<file path="src/rtl/spi_flash_responder.sv">
// SPI mode-0 flash stand-in: decodes READ/FAST READ/JEDEC ID/STATUS/RELEASE-PD and serves bytes
// from a byte-wide memory port, with all SPI pins oversampled on MCLK.
module spi_flash_responder #(
  parameter int          ADDR_W      = 22,
  parameter int          SYNC_STAGES = 2,
  parameter logic [23:0] JEDEC_ID    = 24'hEF4016
) (
  input  logic              MCLK,
  input  logic              RST,
  input  logic              nCS,
  input  logic              CLK,
  input  logic              MOSI,
  output logic              MISO,
  output logic              MISO_OE,
  output logic              RDREQ,
  output logic [ADDR_W-1:0] RDADDR,
  input  logic [7:0]        RDDATA,
  input  logic              RDVALID,
  output logic              BUSY,
  output logic              UNDERRUN
);
  localparam int SR_W = (ADDR_W - 1 > 7) ? ADDR_W - 1 : 7;

  typedef enum logic [3:0] {
    S_IDLE, S_CMD, S_ADDR, S_DUMMY, S_DATA, S_ID, S_ID1, S_STAT, S_IGNORE
  } state_t;

  state_t state_q, state_d;
  logic [SYNC_STAGES-1:0] ncs_sync_q, ncs_sync_d, clk_sync_q, clk_sync_d, mosi_sync_q, mosi_sync_d;
  logic ncs_prev_q, ncs_prev_d, clk_prev_q, clk_prev_d;
  logic [4:0] cnt_q, cnt_d;
  logic [SR_W-1:0] sr_q, sr_d;
  logic [7:0] op_q, op_d;
  logic [6:0] out_sr_q, out_sr_d;
  logic [2:0] out_cnt_q, out_cnt_d;
  logic [1:0] id_idx_q, id_idx_d;
  logic [7:0] hold_q, hold_d;
  logic hold_vld_q, hold_vld_d, pending_q, pending_d, skip_q, skip_d;
  logic miso_q, miso_d, oe_q, oe_d, rdreq_q, rdreq_d, underrun_q, underrun_d;
  logic [ADDR_W-1:0] rdaddr_q, rdaddr_d;

  logic ncs_s, clk_s, mosi_s, clk_rise, clk_fall, ncs_rise, ncs_fall;
  logic [7:0] cmd_v, byte_v;
  logic [ADDR_W-1:0] addr_v;

  assign ncs_s    = ncs_sync_q[SYNC_STAGES-1];
  assign clk_s    = clk_sync_q[SYNC_STAGES-1];
  assign mosi_s   = mosi_sync_q[SYNC_STAGES-1];
  assign clk_rise = clk_s & ~clk_prev_q;
  assign clk_fall = ~clk_s & clk_prev_q;
  assign ncs_rise = ncs_s & ~ncs_prev_q;
  assign ncs_fall = ~ncs_s & ncs_prev_q;
  assign cmd_v    = {sr_q[6:0], mosi_s};
  assign addr_v   = {sr_q[ADDR_W-2:0], mosi_s};

  always_comb begin
    ncs_sync_d  = {ncs_sync_q[SYNC_STAGES-2:0], nCS};
    clk_sync_d  = {clk_sync_q[SYNC_STAGES-2:0], CLK};
    mosi_sync_d = {mosi_sync_q[SYNC_STAGES-2:0], MOSI};
    ncs_prev_d  = ncs_s;
    clk_prev_d  = clk_s;
    state_d     = state_q;
    cnt_d       = cnt_q;
    sr_d        = sr_q;
    op_d        = op_q;
    out_sr_d    = out_sr_q;
    out_cnt_d   = out_cnt_q;
    id_idx_d    = id_idx_q;
    hold_d      = hold_q;
    hold_vld_d  = hold_vld_q;
    pending_d   = pending_q;
    skip_d      = skip_q;
    miso_d      = miso_q;
    oe_d        = oe_q;
    rdreq_d     = 1'b0;
    rdaddr_d    = rdaddr_q;
    underrun_d  = underrun_q;
    byte_v      = 8'h00;

    // A response for a byte already declared underrun is dropped and the next fetch follows at once.
    if (RDVALID && pending_q) begin
      if (skip_q) begin
        skip_d   = 1'b0;
        rdreq_d  = 1'b1;
        rdaddr_d = rdaddr_q + 1'b1;
      end else begin
        hold_d     = RDDATA;
        hold_vld_d = 1'b1;
        pending_d  = 1'b0;
      end
    end

    if (ncs_rise) begin
      state_d    = S_IDLE;
      oe_d       = 1'b0;
      pending_d  = 1'b0;
      skip_d     = 1'b0;
      hold_vld_d = 1'b0;
      rdreq_d    = 1'b0;
      rdaddr_d   = rdaddr_q;
    end else begin
      case (state_q)
        S_IDLE: if (ncs_fall) begin
          state_d   = S_CMD;
          cnt_d     = 5'd0;
          out_cnt_d = 3'd0;
          id_idx_d  = 2'd0;
        end
        S_CMD: if (clk_rise) begin
          sr_d  = {sr_q[SR_W-2:0], mosi_s};
          cnt_d = cnt_q + 5'd1;
          if (cnt_q == 5'd7) begin
            op_d  = cmd_v;
            cnt_d = 5'd0;
            case (cmd_v)
              8'h03, 8'h0B, 8'hAB: state_d = S_ADDR;
              8'h9F:               state_d = S_ID;
              8'h05:               state_d = S_STAT;
              default:             state_d = S_IGNORE;
            endcase
          end
        end
        S_ADDR: if (clk_rise) begin
          sr_d  = {sr_q[SR_W-2:0], mosi_s};
          cnt_d = cnt_q + 5'd1;
          if (cnt_q == 5'd23) begin
            cnt_d = 5'd0;
            if (op_q == 8'hAB) begin
              state_d = S_ID1;
            end else begin
              state_d    = (op_q == 8'h0B) ? S_DUMMY : S_DATA;
              rdaddr_d   = addr_v;
              rdreq_d    = 1'b1;
              pending_d  = 1'b1;
              hold_vld_d = 1'b0;
              skip_d     = 1'b0;
            end
          end
        end
        S_DUMMY: if (clk_rise) begin
          cnt_d = cnt_q + 5'd1;
          if (cnt_q == 5'd7) state_d = S_DATA;
        end
        S_DATA, S_ID, S_ID1, S_STAT: if (clk_fall) begin
          oe_d      = 1'b1;
          out_cnt_d = out_cnt_q + 3'd1;
          if (out_cnt_q == 3'd0) begin
            if (state_q == S_DATA) begin
              if (hold_vld_q) begin
                byte_v     = hold_q;
                hold_vld_d = 1'b0;
                rdreq_d    = 1'b1;
                rdaddr_d   = rdaddr_q + 1'b1;
                pending_d  = 1'b1;
              end else begin
                underrun_d = 1'b1;
                if (RDVALID && pending_q && !skip_q) begin
                  hold_vld_d = 1'b0;
                  rdreq_d    = 1'b1;
                  rdaddr_d   = rdaddr_q + 1'b1;
                  pending_d  = 1'b1;
                end else begin
                  skip_d = 1'b1;
                end
              end
            end else if (state_q == S_ID) begin
              case (id_idx_q)
                2'd0:    byte_v = JEDEC_ID[23:16];
                2'd1:    byte_v = JEDEC_ID[15:8];
                default: byte_v = JEDEC_ID[7:0];
              endcase
              id_idx_d = (id_idx_q == 2'd2) ? 2'd0 : id_idx_q + 2'd1;
            end else if (state_q == S_ID1) begin
              byte_v = JEDEC_ID[7:0];
            end
            miso_d   = byte_v[7];
            out_sr_d = byte_v[6:0];
          end else begin
            miso_d   = out_sr_q[6];
            out_sr_d = {out_sr_q[5:0], 1'b0};
          end
        end
        default: ;
      endcase
    end
  end

  always_ff @(posedge MCLK) begin
    if (RST) begin
      ncs_sync_q  <= '1;
      clk_sync_q  <= '0;
      mosi_sync_q <= '0;
      ncs_prev_q  <= 1'b1;
      clk_prev_q  <= 1'b0;
      state_q     <= S_IDLE;
      cnt_q       <= '0;
      sr_q        <= '0;
      op_q        <= '0;
      out_sr_q    <= '0;
      out_cnt_q   <= '0;
      id_idx_q    <= '0;
      hold_q      <= '0;
      hold_vld_q  <= 1'b0;
      pending_q   <= 1'b0;
      skip_q      <= 1'b0;
      miso_q      <= 1'b0;
      oe_q        <= 1'b0;
      rdreq_q     <= 1'b0;
      rdaddr_q    <= '0;
      underrun_q  <= 1'b0;
    end else begin
      ncs_sync_q  <= ncs_sync_d;
      clk_sync_q  <= clk_sync_d;
      mosi_sync_q <= mosi_sync_d;
      ncs_prev_q  <= ncs_prev_d;
      clk_prev_q  <= clk_prev_d;
      state_q     <= state_d;
      cnt_q       <= cnt_d;
      sr_q        <= sr_d;
      op_q        <= op_d;
      out_sr_q    <= out_sr_d;
      out_cnt_q   <= out_cnt_d;
      id_idx_q    <= id_idx_d;
      hold_q      <= hold_d;
      hold_vld_q  <= hold_vld_d;
      pending_q   <= pending_d;
      skip_q      <= skip_d;
      miso_q      <= miso_d;
      oe_q        <= oe_d;
      rdreq_q     <= rdreq_d;
      rdaddr_q    <= rdaddr_d;
      underrun_q  <= underrun_d;
    end
  end

  assign MISO     = miso_q;
  assign MISO_OE  = oe_q;
  assign RDREQ    = rdreq_q;
  assign RDADDR   = rdaddr_q;
  assign BUSY     = ~ncs_s;
  assign UNDERRUN = underrun_q;
endmodule
</file>
<file path="config.mk">
export PLATFORM = sky130hd
export DESIGN_NAME = spi_flash_responder
export DESIGN_NICKNAME = d
export VERILOG_FILES = /design/src/rtl/spi_flash_responder.sv
export SDC_FILE = /design/constraint.sdc
export NUM_CORES = 1
export LEC_CHECK = 0
export CAP_MARGIN = 20
export CORE_UTILIZATION = 35
export CTS_BUF_LIST = sky130_fd_sc_hd__clkbuf_16
export CTS_CLUSTER_SIZE = 28
export DETAILED_ROUTE_END_ITERATION = 16
export GPL_TIMING_DRIVEN = 0
export HOLD_SLACK_MARGIN = 0.02
export SYNTH_ARGS = -nofsm -noshare
export SYNTH_HDL_FRONTEND = slang
export SYNTH_SLANG_ARGS = --single-unit
</file>
<file path="constraint.sdc">
create_clock -name MCLK -period 7.4 [get_ports MCLK]
set_input_delay 2.22 -clock MCLK [delete_from_list [all_inputs] [get_ports MCLK]]
set_output_delay 2.22 -clock MCLK [all_outputs]
set_load 0.02 [all_outputs]
</file>
-- Word level (Yosys, flattened, before mapping)
Index checks and enable logic that the tools add are counted.
- $add $sub $neg: 4
- eq/ne operators: 29
- multiplexer cells: 89
- bitwise logic cells: 11
- reduce and logical (&&, ||, !) cells: 22
- operator list (operator ; count):
    two-way mux 22 bit ; 10
    case mux 22 bit (2 select lines) ; 1
    two-way mux 1 bit ; 40
    two-way mux 5 bit ; 7
    two-way mux 4 bit ; 7
    equality test 8 bit, second input constant ; 3
    two-way mux 8 bit ; 3
    adder 22 x 1 -> 22 bit, second input constant ; 1
    inequality test 2 bit, second input constant ; 11
    case mux 5 bit (4 select lines) ; 1
    equality test 4 x 3 -> 1 bit, second input constant ; 4
    equality test 8 x 4 -> 1 bit, second input constant ; 2
    case mux 4 bit (4 select lines) ; 1
    case mux 8 bit (2 select lines) ; 1
    two-way mux 2 bit ; 6
    two-way mux 3 bit ; 4
    case mux 4 bit (3 select lines) ; 1
    AND reduction 6 bit ; 2
    equality test 4 x 2 -> 1 bit, second input constant ; 2
    equality test 8 x 2 -> 1 bit, second input constant ; 1
    equality test 8 x 3 -> 1 bit, second input constant ; 1
    case mux 1 bit (2 select lines) ; 4
    AND reduction 4 bit ; 2
    AND reduction 8 bit ; 1
    other kinds (26) ; 39
- flip-flop bits (word level): 95
- input bits: 14
- output and inout bits: 27
- logic and storage cells: 176

-- Logic depth before layout (Yosys ltp)
Gate-level depths: netlist of run 1.
- depth after elaboration: 9
- gate-level depth with buffers: 9
- gate-level depth less buffers: 8

-- Worst setup path after synthesis of run 1
No wires, ideal clock.
- path kind: in2reg
- start point: input port RDVALID
- end point: register rdaddr_q[21] (netlist: RDADDR[21])
- setup time: 0.074 ns
- data arrival time: 3.917 ns
- required time: 7.326 ns
- setup slack: 3.409 ns
- stages on the path: 7
- buffers on the path: 1
- path through: a21oi_1 > and4_4 > buf_6 > or2_4 > or4b_4 > or4_1 > a31oi_1
- word-level cells in the longest chain between the ends: 8
- elaborated cells on any way between the ends: 12
- classes of those cells: mux: 10; reduce/logical: 2
- RTL lines (what ; line ; RTL):
    start: declaration ; 18 ; input logic RDVALID,
    logical AND 1 bit * ; 81, 157 ;
    two-way mux 22 bit or logical AND 1 bit (tied branches) ; 81, 157 ;
    two-way mux 22 bit ; 157 ; if (RDVALID && pending_q && !skip_q) begin
    two-way mux 22 bit ; 149 ; if (hold_vld_q) begin
    two-way mux 22 bit ; 148 ; if (state_q == S_DATA) begin
    two-way mux 22 bit ; 147 ; if (out_cnt_q == 3'd0) begin
    two-way mux 22 bit ; 144 ; S_DATA, S_ID, S_ID1, S_STAT: if (clk_fall) begin
    case mux 22 bit (2 select lines) * ; 102 ; case (state_q)
    end signal: assignment ; 231 ; rdaddr_q <= rdaddr_d;
    end: declaration ; 40 ; logic [ADDR_W-1:0] rdaddr_q, rdaddr_d;
Every way passes the cells marked *; elsewhere a longest branch is shown, timed or not.
A chain may end at the register's enable or synchronous reset.

-- Worst setup path in the final report of run 1
Ends and elaborated chain as after synthesis.

==> results.yml, run 1 <==
floorplanning:
  rows: 43
  ios: 41
  fp.dieH_um: 122.6
  core-area_mm2: 0.01404
  start_util: 0.3627
  fp.dieArea_mm2: 0.01504
  fp.dieW_um: 122.6
timing:
  slew_violations: 0
  fmax_mhz: 219.8
  finalCritPeriodShare: 0.6148
  setup_viol: 0
  worst_slew_pin_slew_ns: 0.8502
  setup-tns-final_ns: 0
  final_hold_viol_count: 0
  fin_crit_ns: 4.550
  max-slew-margin-rel: 0.4332
  fin_worst_skew_ns: 0.008131
  rsz0062_at_grt: "false"
  hold_ws_ns: 0.4115
job:
  max_cap_violations: 0
setup_path:
  path_class: "input pin to flop"
  end_kind: "flop"
  path_max_fanout: 10
  cp.arrival_ns: 4.83
  reg2reg_slack_ns: 4.60
  required_ns: 7.68
  startpoint_type: "input pin"
pwr:
  power_density_mw_per_mm2: 172.9
  irDropWorstVdd_v: 0.0001020
  power.leakage_nw: 2.094
layout:
  final_area_mm2: 0.005984
  multi_input_area_mm2: 0.002967
  fin_cells: 876
  utilization: 0.4262
  nFillCells: 1422
  area_growth_pct: 17.49
  drive_above_1_share: 0.05603
  seq_area_mm2: 0.001902
  diodes: 0
  nNetsFinal: 712
routing:
  dr.pass1.iters: 7
  remaining_drc_errors: 0
  dr_total_vias: 5168
  totalWireLength_um: 16740
  drtIter0Drc: 489
  vias_per_cell: 5.900
  postRouteAntennaNets: 0
  wl_per_cell_um: 19.11
synthesis:
  synth_top_family_by_area: "simple AND/OR/NAND/NOR gates"
  netlist.area_leader.share: 0.3734
  netlist_area_mm2: 0.005094
  synth.most_common_cell: "nor2_1"
  synth.area.mux_share: 0.06313
  yosysTopAreaCell: "dfxtp_1"
  synthTopCellsByCount: "101 x nor2_1, 95 x dfxtp_1, 62 x nand2_1, 59 x a21oi_1, 33 x clkbuf_1"
  yosys-top-cells-area: "dfxtp_1 37%, nor2_1 7.4%, mux2i_1 6.1%, a21oi_1 5.8%, nand2_1 4.6%"
  synth_adder_area_share: 0.009826
  synth-edff-count: 0
  synth_compound_area_frac: 0.1899
  netlist_instances: 644
  synthFlopType: "dfxtp_1"
  synthSimpleGateAreaFrac: 0.2921
  syn_area_per_cell_um2: 7.909
  yosys.cell_types.count: 65
  yosysSeqAreaShare: 0.3734
  ys_warn_count: 0
  ys_ff_latch: 95
  synth_xor_area_frac: 0.02751
  ys_async_sr_fraction: 0
  synth_nets: 662
grt:
  grt_overflow_total: 0
  top_usage_layer: "met2"
  use_met1: 0.2910
  grt_usage: 0.2318
  grt_pass1_wl_um: 25960
  antenna_found_initial: 0
  globalRouteMet3Util: 0.04740
  grt_max_degree: 15
  met2_usage: 0.3778
  grt_pass1_vias: 4864
outcome:
  outcome: "finished, final reports clean"
clocking:
  post_cts_buffers: 0
  cts.clk_slew.worst_paths_ns: 0.07
  post_cts_resized: 0
  cts_max_level: 3
  cts_hold_buf: 0
  cts_made_buffers: 9
  cts_root_buf: "clkbuf_16"
  clock_sinks: 95
  clk_latency_ns: 0.35
  cts_tree: "done"
  cts_buffer_depth: 2
place:
  portBuffers: 39
  dp_hpwl_um: 12120
  placed_area_mm2: 0.005709
  gp_congestion: 0.9343
  dp.cells: 863
min_path:
  hold_class: "flop to flop"
registers in the layout (all words and copies together) (netlist names), 2 cells and up:
name	count
clk_sync_q	2
mosi_sync_q	2
cnt_q	5
RDADDR	22
state_q	4
hold_q	8
sr_q	21
op_q	8
ncs_sync_q	2
out_sr_q	7
id_idx_q	2
out_cnt_q	3
cells by family (layout without fill, tap and decap cells):
logic type / Yosys count / in the layout
flip-flops: 95 / 95
buffers and inverters: 53 / 105
multiplexers: 32 / 32
AND/OR/NAND/NOR: 298 / 298
AO/OA/AOI/OAI: 146 / 146
adder cells (fa/ha/maj): 4 / 4
XOR/XNOR: 16 / 16
per-stage QoR:
stage          setup WS [ns]  total power, mW
6_report               2.850            1.034
5_1_grt                2.788            1.067
4_1_cts                2.871            1.039
3_5_place_dp           2.524           0.5885
3_3_place_gp           2.555           0.5876
2_1_floorplan          3.409           0.5629
final timing paths:
kind / start / cells after the start / endpoint
min reg2reg: ncs_sync_q[0] / 1 / ncs_sync_q[1]
max reg2reg: cnt_q[0] / 8 / RDADDR[8]
max: RDVALID / 8 / RDADDR[21]
min: ncs_sync_q[0] / 1 / ncs_sync_q[1]
metal layers:
metal	part of all wire	up-vias
li1	-	2422
met1	0.45	2543
met2	0.47	169
met3	0.050	34
met4	0.032	0
met5	0	-
cell usage in the layout, fill, tap and decap left out, types with 5 or more instances in the layout:
cell type and count:
nor2_1 101, dfxtp_1 95, nand2_1 62, a21oi_1 59, clkdlybuf4s50_1 39, clkbuf_1 33, mux2i_1 31, nand3_1 26
nor3_1 22, o21ai_0 14, nor2b_1 12, nand4_1 11, a211oi_1 11, nor4_1 11, a31oi_1 10, clkbuf_16 9
nand2b_1 8, buf_2 8, and3_1 8, xnor2_1 8, xor2_1 8, inv_1 6, o21ai_1 6, a311oi_1 6
a22oi_1 5, nor3b_1 5
critical path, stage by stage:
cell	delay [ns]
clkdlybuf4s50_1	0.58
and3_1	0.18
buf_2	0.29
a31oi_4	0.13
or2_4	0.32
or4b_4	0.52
or4_1	0.41
a31oi_1	0.17
cell type report:
class / instances / area share
Timing Repair Buffer: 39 / 0.06523
Inverter: 6 / 0.003763
Sequential cell: 95 / 0.3178
Tap cell: 180 / 0.03763
Clock inverter: 4 / 0.008363
Buffer: 47 / 0.03387
Clock buffer: 9 / 0.03763
Multi-Input combinational cell: 496 / 0.4957
power by group:
group / internal (mW) / switching, mW / total, mW
Combinational: 0.0211 / 0.0376 / 0.0587
Sequential: 0.515 / 0.00395 / 0.519
Clock: 0.256 / 0.201 / 0.457
Note: power is estimated with default switching activity, not from simulation.
==> run 2: changes to the inputs <==
Clock period 7.4 ns to 3.9 ns, I/O delays scaled along.
==> results of run 2 <==
Same layout as run 1 (identical final DEF). Status: finished, final reports clean.
Main changes from that run: setup slack after placement 2.524 ns -> 0.07399 ns; setup slack after layout 2.850 ns -> 0.4003 ns; register-to-register setup slack 4.60 ns -> 1.10 ns; total power 1.034 mW -> 1.963 mW; worst IR drop on VDD 0.0001020 V -> 0.0001934 V
